$ cat src/rtl/router_egress_arb.sv
// router_egress_arb: round-robin packet scheduler sharing one byte link
// among three router FIFOs, with parity check and starvation watchdog.
module router_egress_arb #(
  parameter int TIMEOUT = 30
) (
  input  logic       clock,
  input  logic       resetn,
  input  logic       fifo_empty_0,
  input  logic       fifo_empty_1,
  input  logic       fifo_empty_2,
  input  logic [7:0] fifo_dout_0,
  input  logic [7:0] fifo_dout_1,
  input  logic [7:0] fifo_dout_2,
  output logic       read_enb_0,
  output logic       read_enb_1,
  output logic       read_enb_2,
  input  logic       egress_ready,
  output logic       egress_valid,
  output logic [7:0] egress_data,
  output logic       egress_sop,
  output logic       egress_eop,
  output logic [2:0] grant,
  output logic       parity_err,
  output logic       soft_reset_0,
  output logic       soft_reset_1,
  output logic       soft_reset_2
);

  typedef enum logic [1:0] {
    IDLE, HEADER, PAYLOAD, PARITY
  } state_t;

  state_t     state, state_nxt;
  logic [2:0] grant_nxt, pick, req, empty, srst;
  logic [1:0] last_grant, gidx;
  logic [5:0] count;
  logic [7:0] parity_acc, stall_cnt;
  logic       sel_empty, accept, starved;
  logic       abort, done;

  assign empty = {fifo_empty_2, fifo_empty_1, fifo_empty_0};
  assign req = ~empty;
  assign sel_empty = |(grant & empty);
  assign egress_valid = (state != IDLE) && !sel_empty;
  assign accept = egress_valid && egress_ready;
  assign starved = (state != IDLE) && sel_empty;

  assign read_enb_0 = accept && grant[0];
  assign read_enb_1 = accept && grant[1];
  assign read_enb_2 = accept && grant[2];
  assign egress_sop = (state == HEADER) && egress_valid;
  assign egress_eop = (state == PARITY) && egress_valid;
  assign soft_reset_0 = srst[0];
  assign soft_reset_1 = srst[1];
  assign soft_reset_2 = srst[2];

  always_comb begin
    egress_data = 8'h00;
    gidx = 2'd0;
    unique case (1'b1)
      grant[0]: egress_data = fifo_dout_0;
      grant[1]: begin
        egress_data = fifo_dout_1;
        gidx = 2'd1;
      end
      grant[2]: begin
        egress_data = fifo_dout_2;
        gidx = 2'd2;
      end
      default: ;
    endcase
  end

  // search starts one past the channel served last
  always_comb begin
    pick = 3'b000;
    case (last_grant)
      2'd0: pick = req[1] ? 3'b010 :
                   req[2] ? 3'b100 :
                   req[0] ? 3'b001 : 3'b000;
      2'd1: pick = req[2] ? 3'b100 :
                   req[0] ? 3'b001 :
                   req[1] ? 3'b010 : 3'b000;
      default: pick = req[0] ? 3'b001 :
                      req[1] ? 3'b010 :
                      req[2] ? 3'b100 : 3'b000;
    endcase
  end

  always_comb begin
    state_nxt = state;
    grant_nxt = grant;
    abort = 1'b0;
    done = 1'b0;
    if (state == IDLE) begin
      if (|pick) begin
        grant_nxt = pick;
        state_nxt = HEADER;
      end
    end else if (starved &&
                 stall_cnt == 8'(TIMEOUT - 1)) begin
      abort = 1'b1;
      state_nxt = IDLE;
      grant_nxt = 3'b000;
    end else if (accept) begin
      case (state)
        HEADER: state_nxt =
          (egress_data[7:2] == 6'd0) ? PARITY : PAYLOAD;
        PAYLOAD:
          if (count == 6'd1) state_nxt = PARITY;
        PARITY: begin
          state_nxt = IDLE;
          grant_nxt = 3'b000;
          done = 1'b1;
        end
        default: ;
      endcase
    end
  end

  always_ff @(posedge clock) begin
    if (!resetn) begin
      state <= IDLE;
      grant <= 3'b000;
      last_grant <= 2'd2;
      count <= 6'd0;
      parity_acc <= 8'h00;
      stall_cnt <= 8'd0;
      parity_err <= 1'b0;
      srst <= 3'b000;
    end else begin
      state <= state_nxt;
      grant <= grant_nxt;
      parity_err <= done && (egress_data != parity_acc);
      srst <= abort ? grant : 3'b000;
      if (done || abort) last_grant <= gidx;
      // backpressure with data present holds the count
      if (state == IDLE || accept || abort)
        stall_cnt <= 8'd0;
      else if (starved)
        stall_cnt <= stall_cnt + 8'd1;
      if (accept && state == HEADER) begin
        count <= egress_data[7:2];
        parity_acc <= egress_data;
      end else if (accept && state == PAYLOAD) begin
        count <= count - 6'd1;
        parity_acc <= parity_acc ^ egress_data;
      end
    end
  end

endmodule

$ cat config.mk
export PLATFORM = sky130hd
export DESIGN_NAME = router_egress_arb
export DESIGN_NICKNAME = d
export VERILOG_FILES = /design/src/rtl/router_egress_arb.sv
export SDC_FILE = /design/constraint.sdc
export NUM_CORES = 1
export LEC_CHECK = 0
export CORE_ASPECT_RATIO = 1.75
export CORE_UTILIZATION = 49
export DETAILED_ROUTE_END_ITERATION = 12
export GPL_ROUTABILITY_DRIVEN = 0
export PLACE_DENSITY = 0.8
export SYNTH_ARGS = -nofsm -noshare
export SYNTH_HDL_FRONTEND = slang
export SYNTH_SLANG_ARGS = --single-unit
$ cat constraint.sdc
create_clock -name clock -period 2.4 [get_ports clock]
set_input_delay 0.48 -clock clock [delete_from_list [all_inputs] [get_ports clock]]
set_output_delay 0.48 -clock clock [all_outputs]
set_load 0.05 [all_outputs]
# ---- After elaboration in Yosys (flattened, before gate mapping)
# Cells that the tools add are included.
dict set report totals {
  ff_bits 33
  input_bits 30
  word_cells 87
}
dict set report classes {
  n_addsub 2
  eq_ne 9
  mux 34
  bitwise 4
  n_reduce_logical 30
}
# operator count
set ops {}
lappend ops {{$mux 3} 11}
lappend ops {{$pmux 8 s3} 1}
lappend ops {{$mux 8} 2}
lappend ops {{$mux 2} 7}
lappend ops {{$logic_and 1x1->1} 12}
lappend ops {{$mux 6} 2}
lappend ops {{$add 8x1->8 const B} 1}
lappend ops {{$eq 8x5->1 const B} 1}
lappend ops {{$mux 1} 8}
lappend ops {{$ne 8x8->1} 1}
lappend ops {{$xor 8x8->8} 1}
lappend ops {{$eq 6x1->1 const B} 1}
lappend ops {{$logic_not 6->1} 1}
lappend ops {{$pmux 2 s3} 1}
lappend ops {{$pmux 3 s2} 1}
lappend ops {{$reduce_bool 3->1} 2}
lappend ops {{$reduce_or 3->1} 2}
lappend ops {{$sub 6x1->6 const B} 1}
lappend ops {{$reduce_bool 5->1} 1}
lappend ops {{$eq 2x1->1 const B} 2}
lappend ops {{$eq 2x2->1 const B} 2}
lappend ops {{$logic_not 2->1} 2}
lappend ops {{$ne 4x4->1 const B} 1}
lappend ops {{$pmux 2 s2} 1}
lappend ops {{11 further kinds} 14}

# ---- Logic depth before layout (Yosys ltp)
# Gate-level depths: netlist (run 1).
dict set report depth {
  depth_word 9
  mapped_depth 8
  mapped_depth_nobuf 7
}

# ---- Worst setup path before layout (run 1)
# Ideal clock, no wire load.
dict set report synth_path {
  path_kind {register -> output}
  start {register grant[0]}
  end {output port read_enb_0}
  arrival_time_ns 1.977
  required_time_ns 1.920
  path_slack_ns -0.057
  path_stages_with_launch 7
  path_buffers 3
  path_cell_list {dfxtp_1 -> a222oi_1 -> buf_6 -> and3_1 -> buf_2 -> buf_2 -> and2_1}
}
dict set report synth_via {
  elab_chain_len 6
}
# element line_no
set synth_lines {}
lappend synth_lines {{start, declared} 22} ;# output logic [2:0] grant,
lappend synth_lines {{start signal, assigned} 133} ;# grant <= grant_nxt;
lappend synth_lines {{$and 3x3->3} 43} ;# assign sel_empty = |(grant & empty);
lappend synth_lines {{$reduce_or 3->1} 43}
lappend synth_lines {{$logic_not 1->1} 44} ;# assign egress_valid = (state != IDLE) && !sel_empty;
lappend synth_lines {{$logic_and 1x1->1} 44}
lappend synth_lines {{$logic_and 1x1->1} 45} ;# assign accept = egress_valid && egress_ready;
lappend synth_lines {{$logic_and 1x1->1 *} 48} ;# assign read_enb_0 = accept && grant[0];
lappend synth_lines {{end, declared} 14} ;# output logic read_enb_0,
# Every way passes the cells marked *; elsewhere a longest branch is shown, timed or not.

# ---- Final worst setup path (run 1)
dict set report layout_path {
  start {input port fifo_dout_2[2]}
  end {output port egress_data[2]}
}
dict set report layout_via {
  elab_chain_len 1
}
# element line_no
set layout_lines {}
lappend layout_lines {{start, declared} 13} ;# input logic [7:0] fifo_dout_2,
lappend layout_lines {{$pmux 8 s3} 60} ;# unique case (1'b1)
lappend layout_lines {{end, declared} 19} ;# output logic [7:0] egress_data,
# No other way between the ends.

==> results of run 1 <==
-- path summary, 6_finish.rpt --
kind | cells past startpoint | slack (ns) | endpoint
hold / removal | 2 | 0.51 | parity_acc[5]$_SDFFE_PN0P_
setup / recovery | 5 | 0.10 | egress_data[2]
hold reg to reg | 2 | 0.51 | parity_acc[5]$_SDFFE_PN0P_
setup reg to reg | 8 | 0.17 | grant[2]$_SDFFE_PN0P_
-- final cells by class --
cell class	count	share of cell area, %
Sequential cell	33	22.6
Clock buffer	7	2.95
Timing Repair Buffer	75	26.6
Multi-Input combinational cell	191	44.0
Inverter	14	1.80
Tap cell	48	2.05
-- layer usage --
layer | vias to the layer above | GRT usage, % | wire [um]
met3 | 19 | 3.82 | 255
met2 | 76 | 48.3 | 3180
li1 | 1052 | - | -
met1 | 1031 | 29.3 | 2200
met4 | 0 | 13.1 | 207
met5 | - | 0 | 0
-- logic make-up after synthesis --
kind of cell,after synthesis,synth area share [%]
adder cells (fa/ha/maj),8,4.88
multiplexers,5,2.44
buffers and inverters,29,6.16
flip-flops,33,32.2
AND/OR/NAND/NOR,86,22.3
XOR/XNOR,15,6.41
AO/OA/AOI/OAI,77,25.6
-- registers in the layout (all words and copies together), names as in the netlist --
signal      cells
count           6
state           2
srst            3
parity_acc      8
stall_cnt       8
last_grant      2
grant           3
parity_err      1
-- synth_stat cells (2+ instances only) --
master	instances	area share, %
nand4_1	4	1.2
a22oi_1	6	2.2
xnor2_1	8	3.4
nand2_1	15	2.7
mux2i_1	5	2.4
clkbuf_1	11	2.0
nor2b_1	8	2.4
dfxtp_1	33	32
and3_1	7	2.1
buf_6	2	1.1
a222oi_1	5	2.4
and2_1	6	1.8
a21oi_1	27	6.6
inv_1	13	2.4
ha_1	8	4.9
buf_2	2	0.49
o21a_1	2	0.73
nand3_1	4	0.98
nor4_1	4	1.2
nor2_1	20	3.7
nor3_1	6	1.5
o211ai_1	8	2.9
xor2_1	7	3.0
a221oi_1	2	0.85
nand2b_1	3	0.92
o21ai_0	15	3.7
-- cell usage in the layout, fill, tap and decap left out, types with 2 or more instances in the layout --
cell type and n:
xor2_1 7, a22oi_1 6, a221oi_1 2, nand2_1 15, nand2b_1 3, mux2i_1 5
inv_1 12, clkdlybuf4s50_1 33, buf_12 10, o21a_1 2, clkbuf_8 6, buf_4 29
xnor2_1 8, a222oi_1 5, o211ai_1 8, and2_4 3, nand3_1 4, o21ai_0 15
nor2b_1 8, dlymetal6s2s_1 2, and3_4 3, ha_1 8, and3_1 4, nor3_1 6
and2_1 3, nor4_1 4, nand4_1 4, nor2_1 20, dfxtp_1 33, a21oi_1 27
-- timing repair --
item	in CTS	in global routing
resized for setup	5	7
endpoints found under the setup margin	6	25
buffers inserted	3	1
pin swaps	2	5
-- power by group --
group / total (mW) / internal [mW] / switching (mW)
registers: 0.647 / 0.598 / 0.0485
logic: 2.01 / 0.860 / 1.15
clock network: 0.437 / 0.228 / 0.209
-- tightest hold or removal path: cells and delay by family (launching register included) --
kind,cells,cell delay (ns)
DFF,1,0.33
AOI/OAI and AO/OA,2,0.13
-- per-stage QoR --
step | TNS (ns) | utilization [%] | hold slack, ns | total power [mW]
5_1_grt | -0.0150 | 74.2 | 0.527 | 3.27
6_report | 0 | 74.2 | 0.505 | 3.10
2_1_floorplan | 0 | - | 0.467 | 1.92
4_1_cts | 0 | 73.7 | 0.508 | 3.05
3_3_place_gp | -0.809 | 70.8 | 0.480 | 2.55
3_5_place_dp | -1.58 | 70.8 | 0.497 | 2.58
==> reports/metrics.csv, run 1 <==
metric,value,unit
slowest_delay,0.44,ns
synthCells,253,
synth_seq_cells,33,
layout-drive-gt1-share,19.1,%
regArea,661,sq um
ios,51,
hold_viol,0,
drc_errors,0,
ctsHtreeMaxLevel,2,
critPathArrivalTime,1.82,ns
slowest_stage,a222oi_1,
ant_nets,0,
dieArea,4460,sq um
yosysUniqueCellTypes,48,
cts_tree,done,
fin_area,2920,sq um
syn_area,2050,sq um
dieWidth,50.9,um
drt_iter0_drc,85,
endpoint_kind,output pin,
post_drt_wl_per_cell,15.9,um
via_count,2178,
viasPerCell,5.92,
finalCritPeriodShare,95.8,%
leakagePower,1.21,nW
clk_pin_slew,0.07,ns
core,3940,sq um
fin_cells,368,
power.density,1060,nW/um^2
max_cap_violations,0,
antennaDiodeCount,0,
grt_pass1_vias,1977,
outcome,finished clean,
path_buf_inv,4,
insertion_delay,0.29,ns
synth_edf_count,0,
ir_worst_vdd,1.14,mV
grt.overflow.total,0,
critPathLaunch,fifo_dout_2[2],
nets,358,
drv_slew,0,
dp_hpwl,4180,um
setup_ws,0.100,ns
start_util,52.0,%
clock-root-buffer,clkbuf_8,
cts_num_sinks,33,
crit_type,input pin to output pin,
fillers,293,
yosys_warnings,0,
multi_input_area,1290,sq um
rows,30,
totalWireLength,5840,um
fp.dieH,87.6,um
worst_path_most_repeated_cell,buf_4,
placed_area,2790,sq um
tightest_slew,0.612,ns
cts_max_path_buffers,2,
antenna_found_initial,0,
dp_slack,-0.130,ns
syn-num-nets,291,
ys_seq_area_share,32.2,%
drtPass1Iterations,4,
place_inst,357,
numPortBuffers,50,
critPathLaunchType,input pin,
period_needed,2.30,ns
holdBufCountCts,0,
cp_max_fo,4,
synth-async-reset-ratio,0,%
fin_skew,0.00751,ns
syn_avg_cell_area,8.11,sq um
max_freq,435,MHz
setup_viol,0,
timing.rr.start,grant[0]$_SDFFE_PN0P_,
synth_ff_type,dfxtp_1,
cp.required,1.92,ns
min-delay-start,parity_acc[5]$_SDFFE_PN0P_,
crit_family,buffers and inverters,
grt_max_degree,24,
areaGrowthSynthToFinish,42.6,%
grtUsageTotal,26.6,%
hold_path.class,flop to flop,
slew_headroom,59.2,%
crit_chain,"clkdlybuf4s50_1, a222oi_1, buf_4, inv_1, buf_4",
grt_pass1_wl,9020,um
cts-buffers-inserted,5,
(Power assumes the default switching activity.)
==> run 2, diff against run 1 <==
--- a/config.mk
+++ b/config.mk
@@ -6,10 +6,12 @@
 export NUM_CORES = 1
 export LEC_CHECK = 0
 export CORE_ASPECT_RATIO = 1.75
-export CORE_UTILIZATION = 49
+export CORE_MARGIN = 1.5
+export CORE_UTILIZATION = 51
 export DETAILED_ROUTE_END_ITERATION = 12
 export GPL_ROUTABILITY_DRIVEN = 0
-export PLACE_DENSITY = 0.8
+export PLACE_DENSITY = 0.82
+export SETUP_SLACK_MARGIN = 0.15
 export SYNTH_ARGS = -nofsm -noshare
 export SYNTH_HDL_FRONTEND = slang
 export SYNTH_SLANG_ARGS = --single-unit
==> constraint.sdc (replaced) <==
create_clock -name clock -period 2.9 [get_ports clock]
set_input_delay 0.58 -clock clock [delete_from_list [all_inputs] [get_ports clock]]
set_output_delay 0.58 -clock clock [all_outputs]
set_load 0.05 [all_outputs]
==> reports/metrics.csv, run 2 (synthesized netlist as in run 1, its figures left out) <==
metric,value,unit,change
ios,51,,unchanged
reg_top3,"parity_acc: 8 flops, stall_cnt: 8 flops, count: 6 flops",,unchanged
regArea,661,sq um,unchanged
numPortBuffers,50,,unchanged
ant_nets,0,,unchanged
wl_met2,3020,um,was 3180 um
max_cap_violations,0,,unchanged
cp.required,2.32,ns,was 1.92 ns
hold_viol,0,,unchanged
ir_worst_vdd,1.04,mV,was 1.14 mV
rsz0062_at_grt,no,,
highest_layer,met4,,unchanged
post_drt_wl_per_cell,15.3,um,was 15.9 um
fin_skew,0.00965,ns,was 0.00751 ns
nets,348,,was 358
wl_met3,133,um,was 255 um
dp_hpwl,4140,um,was 4180 um
tightest_slew,0.521,ns,was 0.612 ns
drc_errors,0,,unchanged
fillers,323,,was 293
critPathArrivalTime,1.96,ns,was 1.82 ns
via_count,2083,,"was 2,178"
clock-root-buffer,clkbuf_8,,unchanged
max_freq,394,MHz,
setup_viol,0,,unchanged
period_needed,2.54,ns,
drv_slew,0,,unchanged
placed_area,2700,sq um,was 2790 sq um
layout_common_cells,"dfxtp_1 (33), clkdlybuf4s50_1 (33), a21oi_1 (27)",,"was dfxtp_1 (33), clkdlybuf4s50_1 (33), buf_4 (29)"
antennaDiodeCount,0,,unchanged
grtUsageTotal,26.0,%,was 26.6%
ctsHtreeMaxLevel,2,,unchanged
finalCritPeriodShare,87.6,%,
dieWidth,50.9,um,about the same
viasPerCell,5.80,,was 5.92
cts_tree,done,,unchanged
grt_pass1_wl,8810,um,was 9020 um
rows,30,,unchanged
clk_pin_slew,0.06,ns,was 0.07 ns
areaGrowthSynthToFinish,36.6,%,was 42.6%
hold_path.class,flop to flop,,unchanged
totalWireLength,5490,um,was 5840 um
power.total,2.40,mW,was 3.10 mW
antenna_found_initial,0,,unchanged
drtPass1Iterations,4,,unchanged
dp_slack,0.152,ns,was -0.130 ns
setup_ws,0.359,ns,was 0.100 ns
holdBufCountCts,0,,unchanged
slew_headroom,65.2,%,was 59.2%
critPathLaunchType,flop,,was input pin
grt.overflow.total,0,,unchanged
layout-drive-gt1-share,14.8,%,was 19.1%
endpoint_kind,output pin,,unchanged
grt_pass1_vias,2026,,"was 1,977"
start_util,53.0,%,was 52.0%
power.density,858,nW/um^2,was 1060 nW/um^2
leakagePower,1.16,nW,was 1.21 nW
finalSetupTns,0,ns,unchanged
crit_type,flop to output pin,,was input pin to output pin
core,3870,sq um,was 3940 sq um
drt_iter0_drc,57,,was 85
cts_max_path_buffers,2,,unchanged
insertion_delay,0.29,ns,about the same
fin_area,2800,sq um,was 2920 sq um
dieArea,4430,sq um,was 4460 sq um
cp_max_fo,9,,was 4
multi_input_area,1270,sq um,was 1290 sq um
m1WireLength,2150,um,was 2200 um
fp.dieH,86.9,um,was 87.6 um
grt_max_degree,35,,was 24
cts-buffers-inserted,5,,unchanged
cts_num_sinks,33,,unchanged
outcome,finished clean,,unchanged
run 2: cell count changes in the layout (fill, tap and decap cells not counted), moves of 2 or more:
cell | previous run | this run
buf_4 | 29 | 22
and3_4 | 3 | 1
buf_12 | 10 | 7
and3_1 | 4 | 6
and2_1 | 3 | 6
and2_4 | 3 | 0
clkinv_2 | 0 | 2
run 2: report_power, final:
part	switching (mW)	total [mW]	internal (mW)
combinational	0.900	1.51	0.609
sequential	0.0624	0.557	0.495
clock	0.172	0.337	0.165
run 2: area by class of cell:
cell class | count | area share (%)
sequential | 33 | 23.6
multi-input combinational | 191 | 45.3
clock buffer | 5 | 2.46
clock inverter | 3 | 0.625
tap | 48 | 2.14
inverter | 14 | 1.88
timing repair buffer | 65 | 24.0
run 2: final timing paths:
kind              slack [ns]                       start  depth (start not counted)                          to
setup / recovery        0.36       state[1]$_SDFFE_PN0P_                          6                  read_enb_0
hold reg to reg         0.51  parity_acc[0]$_SDFFE_PN0P_                          2  parity_acc[0]$_SDFFE_PN0P_
hold / removal          0.51  parity_acc[0]$_SDFFE_PN0P_                          2  parity_acc[0]$_SDFFE_PN0P_
setup reg to reg        0.57       grant[0]$_SDFFE_PN0P_                          6       grant[0]$_SDFFE_PN0P_
run 2: metrics by stage:
stage	util [%]	hold slack, ns	std cells
after CTS	72.1	0.508	359
after global placement	69.9	0.483	351
after floorplan	-	0.467	253
final	72.5	0.509	359
after detailed placement	69.9	0.499	351
after global routing	72.5	0.540	359
run 2: timing repair:
item,4_1_cts,5_1_grt
pin swaps,1,2
setup endpoints to repair,3,3
resized for setup,0,5
gates cloned,0,0
buffers inserted,0,0
run 2: worst max-delay path, cell delays in order (launching register included):
cell,delay (ns)
dfxtp_1,0.42
inv_1,0.11
ha_1,0.29
inv_1,0.25
and3_4,0.26
and2_1,0.18
buf_12,0.15
run 2: per-layer routing:
metal	global-route usage, %	vias up
li1	-	1033
met1	27.2	988
met2	47.9	47
met3	4.81	15
met4	12.8	0
met5	0	-
==> run 3, diff against run 2 <==
==> constraint.sdc (replaced) <==
create_clock -name clock -period 3.1 [get_ports clock]
set_input_delay 0.62 -clock clock [delete_from_list [all_inputs] [get_ports clock]]
set_output_delay 0.62 -clock clock [all_outputs]
set_load 0.05 [all_outputs]
==> reports/metrics.csv, run 3 (synthesized netlist as in run 1, its figures left out) <==
metric,value,unit,change
outcome,finished clean,,unchanged
nets,343,,was 348
critPathLaunchType,input pin,,was flop
reg_top3,"parity_acc: 8 flops, stall_cnt: 8 flops, count: 6 flops",,unchanged
grt.overflow.total,0,,unchanged
leakagePower,1.12,nW,was 1.16 nW
post_drt_wl_per_cell,15.4,um,was 15.3 um
grtUsageTotal,25.4,%,was 26.0%
power.total,2.32,mW,was 2.40 mW
rsz0062_at_grt,no,,unchanged
p_clk_share,18.2,%,was 14.0%
layout-drive-gt1-share,12.7,%,was 14.8%
ctsResizeCount,0,,unchanged
via_count,2094,,"was 2,083"
grt_pass1_wl,8690,um,was 8810 um
grt_pass1_vias,1936,,"was 2,026"
fillers,313,,was 323
met1_usage,27.5,%,was 27.2%
clock-root-buffer,clkbuf_8,,unchanged
insertion_delay,0.29,ns,about the same
critPathArrivalTime,2.16,ns,was 1.96 ns
dieArea,4430,sq um,unchanged
layout_commonest_cell,clkdlybuf4s50_1,,
seqPwrFrac,22.9,%,was 23.2%
viasPerCell,5.92,,was 5.80
antennaDiodeCount,0,,unchanged
dp_hpwl,4010,um,was 4140 um
setup_viol,0,,unchanged
rows,30,,unchanged
p_comb_share,58.9,%,was 62.8%
cts_max_path_buffers,2,,unchanged
cts-buffers-inserted,5,,unchanged
dieWidth,50.9,um,unchanged
met2_usage,48.2,%,was 47.9%
drc_errors,0,,unchanged
clk_pin_slew,0.06,ns,about the same
cts_tree,done,,unchanged
ant_nets,0,,unchanged
antenna_found_initial,0,,unchanged
crit_type,input pin to output pin,,was flop to output pin
regToRegSetupSlack,0.81,ns,was 0.57 ns
start_util,53.0,%,unchanged
ctsHtreeMaxLevel,2,,unchanged
grt_util_met3,3.78,%,was 4.81%
min_path_cells,2,,unchanged
period_needed,2.78,ns,
tightest_slew,0.595,ns,was 0.521 ns
cts_num_sinks,33,,unchanged
areaGrowthSynthToFinish,35.0,%,was 36.6%
cp_max_fo,5,,was 9
r2r_cells,6,,unchanged
numPortBuffers,50,,unchanged
top_usage_layer,met2,,unchanged
endpoint_kind,output pin,,unchanged
p_switching,1.06,mW,was 1.13 mW
cp.required,2.48,ns,was 2.32 ns
min-delay-start,parity_acc[0]$_SDFFE_PN0P_,,unchanged
fin_skew,0.00869,ns,was 0.00965 ns
cts_setup_buffers,0,,unchanged
core,3870,sq um,unchanged
holdBufCountCts,0,,unchanged
fp.dieH,86.9,um,unchanged
ios,51,,unchanged
max_freq,360,MHz,
slew_headroom,60.3,%,was 65.2%
regArea,661,sq um,unchanged
drtPass1Iterations,4,,unchanged
hold_viol,0,,unchanged
ir_worst_vdd,0.893,mV,was 1.04 mV
power.density,837,nW/um^2,was 858 nW/um^2
r2r_end,grant[0]$_SDFFE_PN0P_,,unchanged
timing.rr.start,grant[1]$_SDFFE_PN0P_,,was grant[0]$_SDFFE_PN0P_
drv_slew,0,,unchanged
sw_frac_of_total,45.7,%,was 47.2%
power.internal,1.26,mW,was 1.27 mW
totalWireLength,5470,um,was 5490 um
finalCritPeriodShare,89.6,%,
multi_input_area,1260,sq um,was 1270 sq um
hold_path.class,flop to flop,,unchanged
max_cap_violations,0,,unchanged
drt_iter0_drc,66,,was 57
finalSetupTns,0,ns,unchanged
grt_max_degree,35,,unchanged
layout_common_cells,"clkdlybuf4s50_1 (36), dfxtp_1 (33), a21oi_1 (27)",,"was dfxtp_1 (33), clkdlybuf4s50_1 (33), a21oi_1 (27)"
hold-path-endpoint,parity_acc[0]$_SDFFE_PN0P_,,unchanged
-- run 3: power groups by stage --
stage	clock network [mW]	logic [mW]	registers [mW]
2_1_floorplan	0	0.950	0.538
3_3_place_gp	0	1.33	0.539
3_5_place_dp	0	1.35	0.539
4_1_cts	0.426	1.36	0.529
5_1_grt	0.441	1.47	0.537
6_report	0.421	1.37	0.531
-- run 3: layout make-up --
| class | count | share of cell area, % |
|---|---|---|
| clock buffer | 7 | 3.12 |
| clock inverter | 1 | 1.08 |
| inverter | 14 | 1.90 |
| multi-input combinational | 191 | 45.6 |
| sequential | 33 | 23.9 |
| tap | 48 | 2.17 |
| timing repair buffer | 60 | 22.2 |
-- run 3: stage by stage --
step / area [sq um] / hold WS [ns] / setup slack [ns] / util (%) / cells
after floorplan: 2050 / 0.467 / 0.423 / - / 253
after global placement: 2650 / 0.484 / 0.365 / 68.6 / 346
after detailed placement: 2650 / 0.500 / 0.330 / 68.6 / 346
after CTS: 2770 / 0.509 / 0.345 / 71.6 / 354
after global routing: 2770 / 0.544 / 0.185 / 71.6 / 354
final: 2770 / 0.505 / 0.323 / 71.6 / 354
-- run 3: critical path, stage by stage --
cell             delay, ns
clkdlybuf4s50_1       0.47
a222oi_1              0.43
and3_1                0.29
and2_1                0.20
buf_12                0.15
-- run 3: how the worst max path moves through the flow --
stage / start / endpoint / slack, ns / depth (start not counted)
3_3_place_gp: fifo_empty_0 / read_enb_1 / 0.37 / 5
2_1_floorplan: fifo_empty_0 / read_enb_0 / 0.42 / 6
6_report: fifo_empty_0 / read_enb_0 / 0.32 / 5
3_5_place_dp: fifo_empty_0 / grant[0]$_SDFFE_PN0P_ / 0.33 / 7
4_1_cts: fifo_empty_0 / read_enb_0 / 0.35 / 5
5_1_grt: fifo_empty_0 / read_enb_0 / 0.19 / 5
-- run 3: metal layers --
layer,share of wire (%),wire length (um)
met4,1.9,103
met2,57,3120
met1,38,2060
met3,3.4,185
met5,0,0
